## config.mk

```make
export PLATFORM = sky130hd
export DESIGN_NAME = display_saida
export DESIGN_NICKNAME = d
export VERILOG_FILES = /design/src/rtl/display_pkg.sv /design/src/rtl/display_saida_hex_7seg.sv /design/src/rtl/display_saida.sv
export SDC_FILE = /design/constraint.sdc
export NUM_CORES = 1
export LEC_CHECK = 0
export ABC_CLOCK_PERIOD_IN_PS = 2400
export CAP_MARGIN = 20
export CELL_PAD_IN_SITES_DETAIL_PLACEMENT = 1
export CELL_PAD_IN_SITES_GLOBAL_PLACEMENT = 1
export CORE_MARGIN = 4
export CORE_UTILIZATION = 40
export CTS_BUF_LIST = sky130_fd_sc_hd__clkbuf_16
export CTS_CLUSTER_DIAMETER = 30
export DETAILED_ROUTE_END_ITERATION = 8
export PLACE_DENSITY_LB_ADDON = 0.1
export SYNTH_ARGS = -nofsm -noshare
export SYNTH_HDL_FRONTEND = slang
export SYNTH_SLANG_ARGS = --single-unit
export TNS_END_PERCENT = 30
```

## constraint.sdc

```tcl
create_clock -name clk -period 2.4 [get_ports clk]
set_clock_uncertainty 0.15 [all_clocks]
set_input_delay 0.48 -clock clk [delete_from_list [all_inputs] [get_ports clk]]
set_output_delay 0.48 -clock clk [all_outputs]
set_load 0.005 [all_outputs]
```

## src/rtl/display_pkg.sv

```systemverilog
// Shared constants for the display_saida 7-segment driver.
// Provides the hex font, the blank pattern and the all-off anode value.
package display_pkg;

  // Active-low {g,f,e,d,c,b,a} patterns for hex digits 0..F.
  localparam logic [6:0] SEG_FONT [16] = '{
    7'h40, 7'h79, 7'h24, 7'h30,
    7'h19, 7'h12, 7'h02, 7'h78,
    7'h00, 7'h10, 7'h08, 7'h03,
    7'h46, 7'h21, 7'h06, 7'h0E
  };

  localparam logic [6:0] SEG_BLANK = 7'h7F;
  localparam logic [3:0] AN_OFF    = 4'hF;

endpackage

```

## src/rtl/display_saida_hex_7seg.sv

```systemverilog
// hex_7seg: combinational nibble to active-low 7-segment pattern.
// Ports: i_nib (4-bit digit value), o_seg (7-bit pattern {g..a}).
module hex_7seg
  import display_pkg::*;
(
  input  logic [3:0] i_nib,
  output logic [6:0] o_seg
);

  assign o_seg = SEG_FONT[i_nib];

endmodule

```

## src/rtl/display_saida.sv

```systemverilog
// display_saida: shows the 16-bit CPU value as four multiplexed hex digits.
// Ports: clk, rst (async high), dado, blank_zeros -> an, seg, dp (active-low).
module display_saida
  import display_pkg::*;
#(
  parameter int DIV_WIDTH  = 16,
  parameter int NEW_FRAMES = 8
) (
  input  logic        clk,
  input  logic        rst,
  input  logic [15:0] dado,
  input  logic        blank_zeros,
  output logic [3:0]  an,
  output logic [6:0]  seg,
  output logic        dp
);

  localparam logic [7:0] NF = 8'(NEW_FRAMES);

  logic [DIV_WIDTH-1:0] r_div;
  logic [1:0]           r_idx;
  logic [15:0]          r_valor;
  logic [7:0]           r_novo_cnt;
  logic [3:0]           r_an;
  logic [6:0]           r_seg;
  logic                 r_dp;

  logic                 w_tick;
  logic                 w_frame;
  logic [3:0]           w_nib;
  logic                 w_lead;
  logic [6:0]           w_font;
  logic [6:0]           w_seg;

  assign w_tick  = &r_div;
  assign w_frame = w_tick && (r_idx == 2'd3);

  always_ff @(posedge clk or posedge rst) begin
    if (rst) begin
      r_div <= '0;
      r_idx <= 2'd0;
    end else begin
      r_div <= r_div + 1'b1;
      if (w_tick)
        r_idx <= r_idx + 2'd1;
    end
  end

  // Capture only at the frame boundary so a frame never mixes two values.
  // A fresh value reloads the indicator ahead of any pending decrement.
  always_ff @(posedge clk or posedge rst) begin
    if (rst) begin
      r_valor    <= 16'h0000;
      r_novo_cnt <= 8'd0;
    end else if (w_frame) begin
      r_valor <= dado;
      if (dado != r_valor)
        r_novo_cnt <= NF;
      else if (r_novo_cnt != 8'd0)
        r_novo_cnt <= r_novo_cnt - 8'd1;
    end
  end

  // w_lead: this digit and every digit above it are zero.
  always_comb begin
    w_nib  = r_valor[3:0];
    w_lead = 1'b0;
    unique case (r_idx)
      2'd0: begin
        w_nib  = r_valor[3:0];
        w_lead = 1'b0;
      end
      2'd1: begin
        w_nib  = r_valor[7:4];
        w_lead = (r_valor[15:4] == 12'h000);
      end
      2'd2: begin
        w_nib  = r_valor[11:8];
        w_lead = (r_valor[15:8] == 8'h00);
      end
      2'd3: begin
        w_nib  = r_valor[15:12];
        w_lead = (r_valor[15:12] == 4'h0);
      end
    endcase
  end

  hex_7seg u_font (
    .i_nib (w_nib),
    .o_seg (w_font)
  );

  assign w_seg = (blank_zeros && w_lead) ? SEG_BLANK : w_font;

  always_ff @(posedge clk or posedge rst) begin
    if (rst) begin
      r_an  <= AN_OFF;
      r_seg <= SEG_BLANK;
      r_dp  <= 1'b1;
    end else begin
      r_an  <= ~(4'b0001 << r_idx);
      r_seg <= w_seg;
      r_dp  <= !((r_idx == 2'd0) && (r_novo_cnt != 8'd0));
    end
  end

  assign an  = r_an;
  assign seg = r_seg;
  assign dp  = r_dp;

endmodule

```

==> summary.md <==
| Metric | Value |
|---|---|
| Outcome | `complete, no violations` |
| Max-slew violations | `0` |
| Instance count of the mapped netlist | `~250` |
| Required time at the worst-slack endpoint | `2.46 ns` |
| Final TNS setup | `0 ns` |
| Synthesized net count | `approximately 280` |
| Total of max-cap violations | `0` |
| Netlist cell types | `45` |
| Horizontal extent of the die | `92.2 µm` |
| TritonCTS clock tree | `built` |
| Iteration count of the initial detailed-routing pass | `5` |
| Sequential fraction of the synthesis area | `between 40% and 50%` |
| Core region area | `between 6000 and 7000 µm²` |
| Fin crit share | `a little over nine tenths` |
| Largest net degree at the start of global routing | `55` |
| Worst ir drop on vdd | `0.427 mV` |
| NetSw | `approximately 0.43 mW` |
| Detail-routed net length per standard cell | `15.3 µm` |
| Number of remaining DRC errors | `0` |
| Maximum level of the CTS H-tree | `2` |
| Number of rows created at floorplan | `30` |
| Total half-perimeter wirelength after legalization and detailed placement | `about 4500 µm` |
| Upper clock frequency limit | `about 440 MHz` |
| Combined area of all synthesized cells | `2840 µm²` |
| Most instantiated flip-flop cell in the synthesis netlist | `dfrtp_1` |
| Max-Slew Margin vs Limit | `between 60% and 70%` |
| Dominant combinational cell family by area after synthesis | `simple AND/OR/NAND/NOR gates` |
| Finish-stage setup viols | `0` |
| Internal cell power | `about 1.4 mW` |
| First-pass GRT wire length | `10800 µm` |
| Met2 WL | `around 2800 µm` |
| Number of enable flip-flop cells after synthesis | `0` |
| Die area | `8510 µm²` |
| Uppermost routed layer | `met4` |
| Worst Setup Slack, final | `between 0.1 and 0.15 ns` |
| Standard cell area after detailed placement | `3350 µm²` |
| DRC violation total after the first TritonRoute iteration | `44` |
| Kind of critical path | `register to register` |
| GR Overflow Total | `0` |
| Total CTS buffers | `5` |
| Number of buffers on the longest clock path | `2` |
| Sequential group share of total power | `between 50% and 60%` |
| Mean Syn Cell Area | `between 10 and 15 µm²` |
| Number of antenna violations at the first check in global routing | `0` |
| Wire length on met3 | `~190 µm` |
| Synthesis-to-finish area growth | `24.2%` |
| Top cell type's share of synthesized area | `37.0%` |
| Vertical extent of the die | `between 90 and 100 µm` |
| Via Count | `approximately 2000` |
| # hold bufs at CTS | `0` |
| Detailed-route wire length | `approximately 6100 µm` |
| Final critical delay including setup and external delays | `2.27 ns` |
| Total routing resource utilization after global routing | `between 10% and 20%` |
| Mux contribution to synthesized area | `under 10%` |
| Routed metal-1 wirelength | `~3000 µm` |
| Setup repair after global routing missed its margin | `true` |
| Warning count from the yosys run | `0` |
| Simple-gate share of the synthesized area | `around 16%` |
| Element type at the critical path start | `register` |
| Share of synthesized cell area in full adder, half adder and majority cells | `under 10%` |
| Worst setup slack before clock tree synthesis | `-0.0735 ns` |
| Ranking of synthesized cells by area | `dfrtp_1 37%, dfstp_2 11%, xnor2_1 7.7%` |
| Total Power | `between 1.5 and 2 mW` |
| Number of nets in the finished design | `~330` |
| Switching share of power | `23.1%` |
| Synth Area in XOR/XNOR | `approximately a tenth` |
| Vias in the first global route | `2177` |
| Arrival time of the worst setup path | `around 2.3 ns` |
| Vias per cell | `between 5 and 6` |
| Min-Delay Path Class | `register to register` |
| Final Hold Violating Endpoints | `0` |
| Clock Power Share | `between 30% and 40%` |
| Largest fanout of any net on the critical path | `4` |
| Post-route standard cell area excluding fillers | `~3500 µm²` |
| Part of the power in combinational logic | `under 10%` |
| Skew-Pair Late Insertion Delay | `roughly 0.29 ns` |
| Remaining number of nets flagged by the antenna check after routing | `0` |
| Share of the synthesized area in compound gates (AO/OA/AOI/OAI) | `between 8 and 9%` |
| Cell taking the most area after synthesis | `dfrtp_1` |
| Count of buffers from port buffering | `30` |
| Endpoint kind of the worst setup timing path | `register` |
| Pleak | `~1.6 nW` |
| # IOs | `31` |
| Areal power density over the cells | `between 500 and 600 nW/µm²` |
| Worst Max-Slew Pin Slew | `around 0.52 ns` |
| Register bit count reported by yosys | `54` |
| Clock Pin Slew Worst Setup and Hold Paths | `approximately 0.070 ns` |
| Antenna diode count | `0` |
| CTS root buffer | `clkbuf_16` |
| Fraction of final layout cells sized beyond drive strength 1 | `between 20% and 30%` |
| Initial cell density of the core | `41.6%` |
| Async S/R FF share, synth | `100%` |
| Hold slack final | `between 0.3 and 0.4 ns` |
| Total number of clock tree sinks | `54` |
| Weighted congestion reported at the end of routability-driven placement | `0.793` |
==> cell usage in the layout, fill, tap and decap left out, types with 3 or more instances in the layout <==
master | netlist | routed
dfstp_2 | 12 | 12
nor2_1 | 8 | 8
nor2b_1 | 4 | 4
a222oi_1 | 4 | 4
buf_4 | 0 | 14
dfrtp_1 | 42 | 42
inv_1 | 19 | 17
mux2_2 | 10 | 10
clkdlybuf4s50_1 | 0 | 30
clkbuf_16 | 0 | 5
o22ai_1 | 5 | 5
o211ai_1 | 3 | 3
ha_1 | 13 | 9
nor4_1 | 3 | 3
nand3_1 | 4 | 4
xnor2_1 | 25 | 25
a21oi_1 | 10 | 8
xor2_1 | 6 | 6
nand4_1 | 11 | 11
ha_2 | 0 | 4
o21ai_0 | 5 | 4
mux2_4 | 9 | 9
nand2_1 | 23 | 23
nor3_1 | 4 | 4
==> path summary, 6_finish.rpt <==
kind	cells after the start	slack [ns]	endpoint	startpoint
worst max-delay path	8	0.13	seg[3]	r_idx[0]
worst min-delay path	1	0.32	r_div[0]	r_div[0]
worst max register to register	8	0.13	seg[3]	r_idx[0]
min in group asynchronous	3	0.38	r_novo_cnt[2]	rst
max in group asynchronous	3	1.39	an[3]	rst
worst min register to register	1	0.32	r_div[0]	r_div[0]
==> what timing repair did <==
item                       CTS  global route
hold endpoints to repair     0             0
gates resized for setup      4             5
setup endpoints to repair    4             6
buffers inserted             0             1
pin swaps                    1             4
==> flip-flops by register name, indices dropped and copies added (netlist names) <==
name	cells
dp	1
seg	7
r_idx	2
r_div	16
an	4
r_valor	16
r_novo_cnt	8
==> power groups by stage <==
stage                     combinational (mW)  clock, mW  sequential, mW
after floorplan                       0.0934          0           0.975
after global placement                 0.179          0           0.979
after detailed placement               0.180          0           0.980
after CTS                              0.183      0.749           0.964
after global routing                   0.200      0.789           0.967
final                                  0.180      0.720           0.964
==> stage by stage <==
step,cells,utilization (%)
4_1_cts,395,51.4
2_1_floorplan,251,-
6_report,396,51.6
3_3_place_gp,387,49.1
3_5_place_dp,387,49.1
5_1_grt,396,51.6
==> layout make-up <==
| type | instances | area [µm²] |
|---|---|---|
| fill | 733 | 3300 |
| multi-input combinational | 174 | 1400 |
| sequential | 54 | 1370 |
| timing repair buffer | 45 | 425 |
| clock buffer | 5 | 125 |
| tap | 96 | 120 |
| inverter | 19 | 71.3 |
| clock inverter | 3 | 21.3 |
==> cell families (layout without fill, tap and decap cells) <==
family                   after synthesis  after routing
XOR/XNOR                              31             31
adder cells (fa/ha/maj)               13             13
AO/OA/AOI/OAI                         35             35
multiplexers                          21             21
buffers and inverters                 23             72
AND/OR/NAND/NOR                       74             74
flip-flops                            54             54
==> routing by layer <==
metal / vias up / global-route usage, %
li1: 976 / -
met1: 1014 / 22.4
met2: 22 / 24.9
met3: 5 / 3.28
met4: 0 / 4.08
met5: - / 0
==> critical path, cell delays in order (launching register included) <==
cell	delay (ns)
dfrtp_1	0.40
ha_1	0.24
a222oi_1	0.39
nand2_1	0.12
o21ai_2	0.10
buf_4	0.16
ha_1	0.24
o211a_1	0.22
o21ai_0	0.17
==> Yosys cell counts (all sizes together) (2+ instances only) <==
master / count
a222oi: 4
o31ai: 2
nor3b: 2
dfrtp: 42
nor2b: 4
xor2: 6
mux2i: 2
dfstp: 12
ha: 13
nor3: 4
clkbuf: 2
o22ai: 5
o211ai: 3
nand3: 5
buf: 2
inv: 19
nor2: 8
mux2: 19
o21ai: 5
nand2b: 2
nand2: 24
nand4: 12
a21oi: 10
xnor2: 25
or3: 2
nor4: 5
No activity file was read; power rests on OpenSTA's default activity.
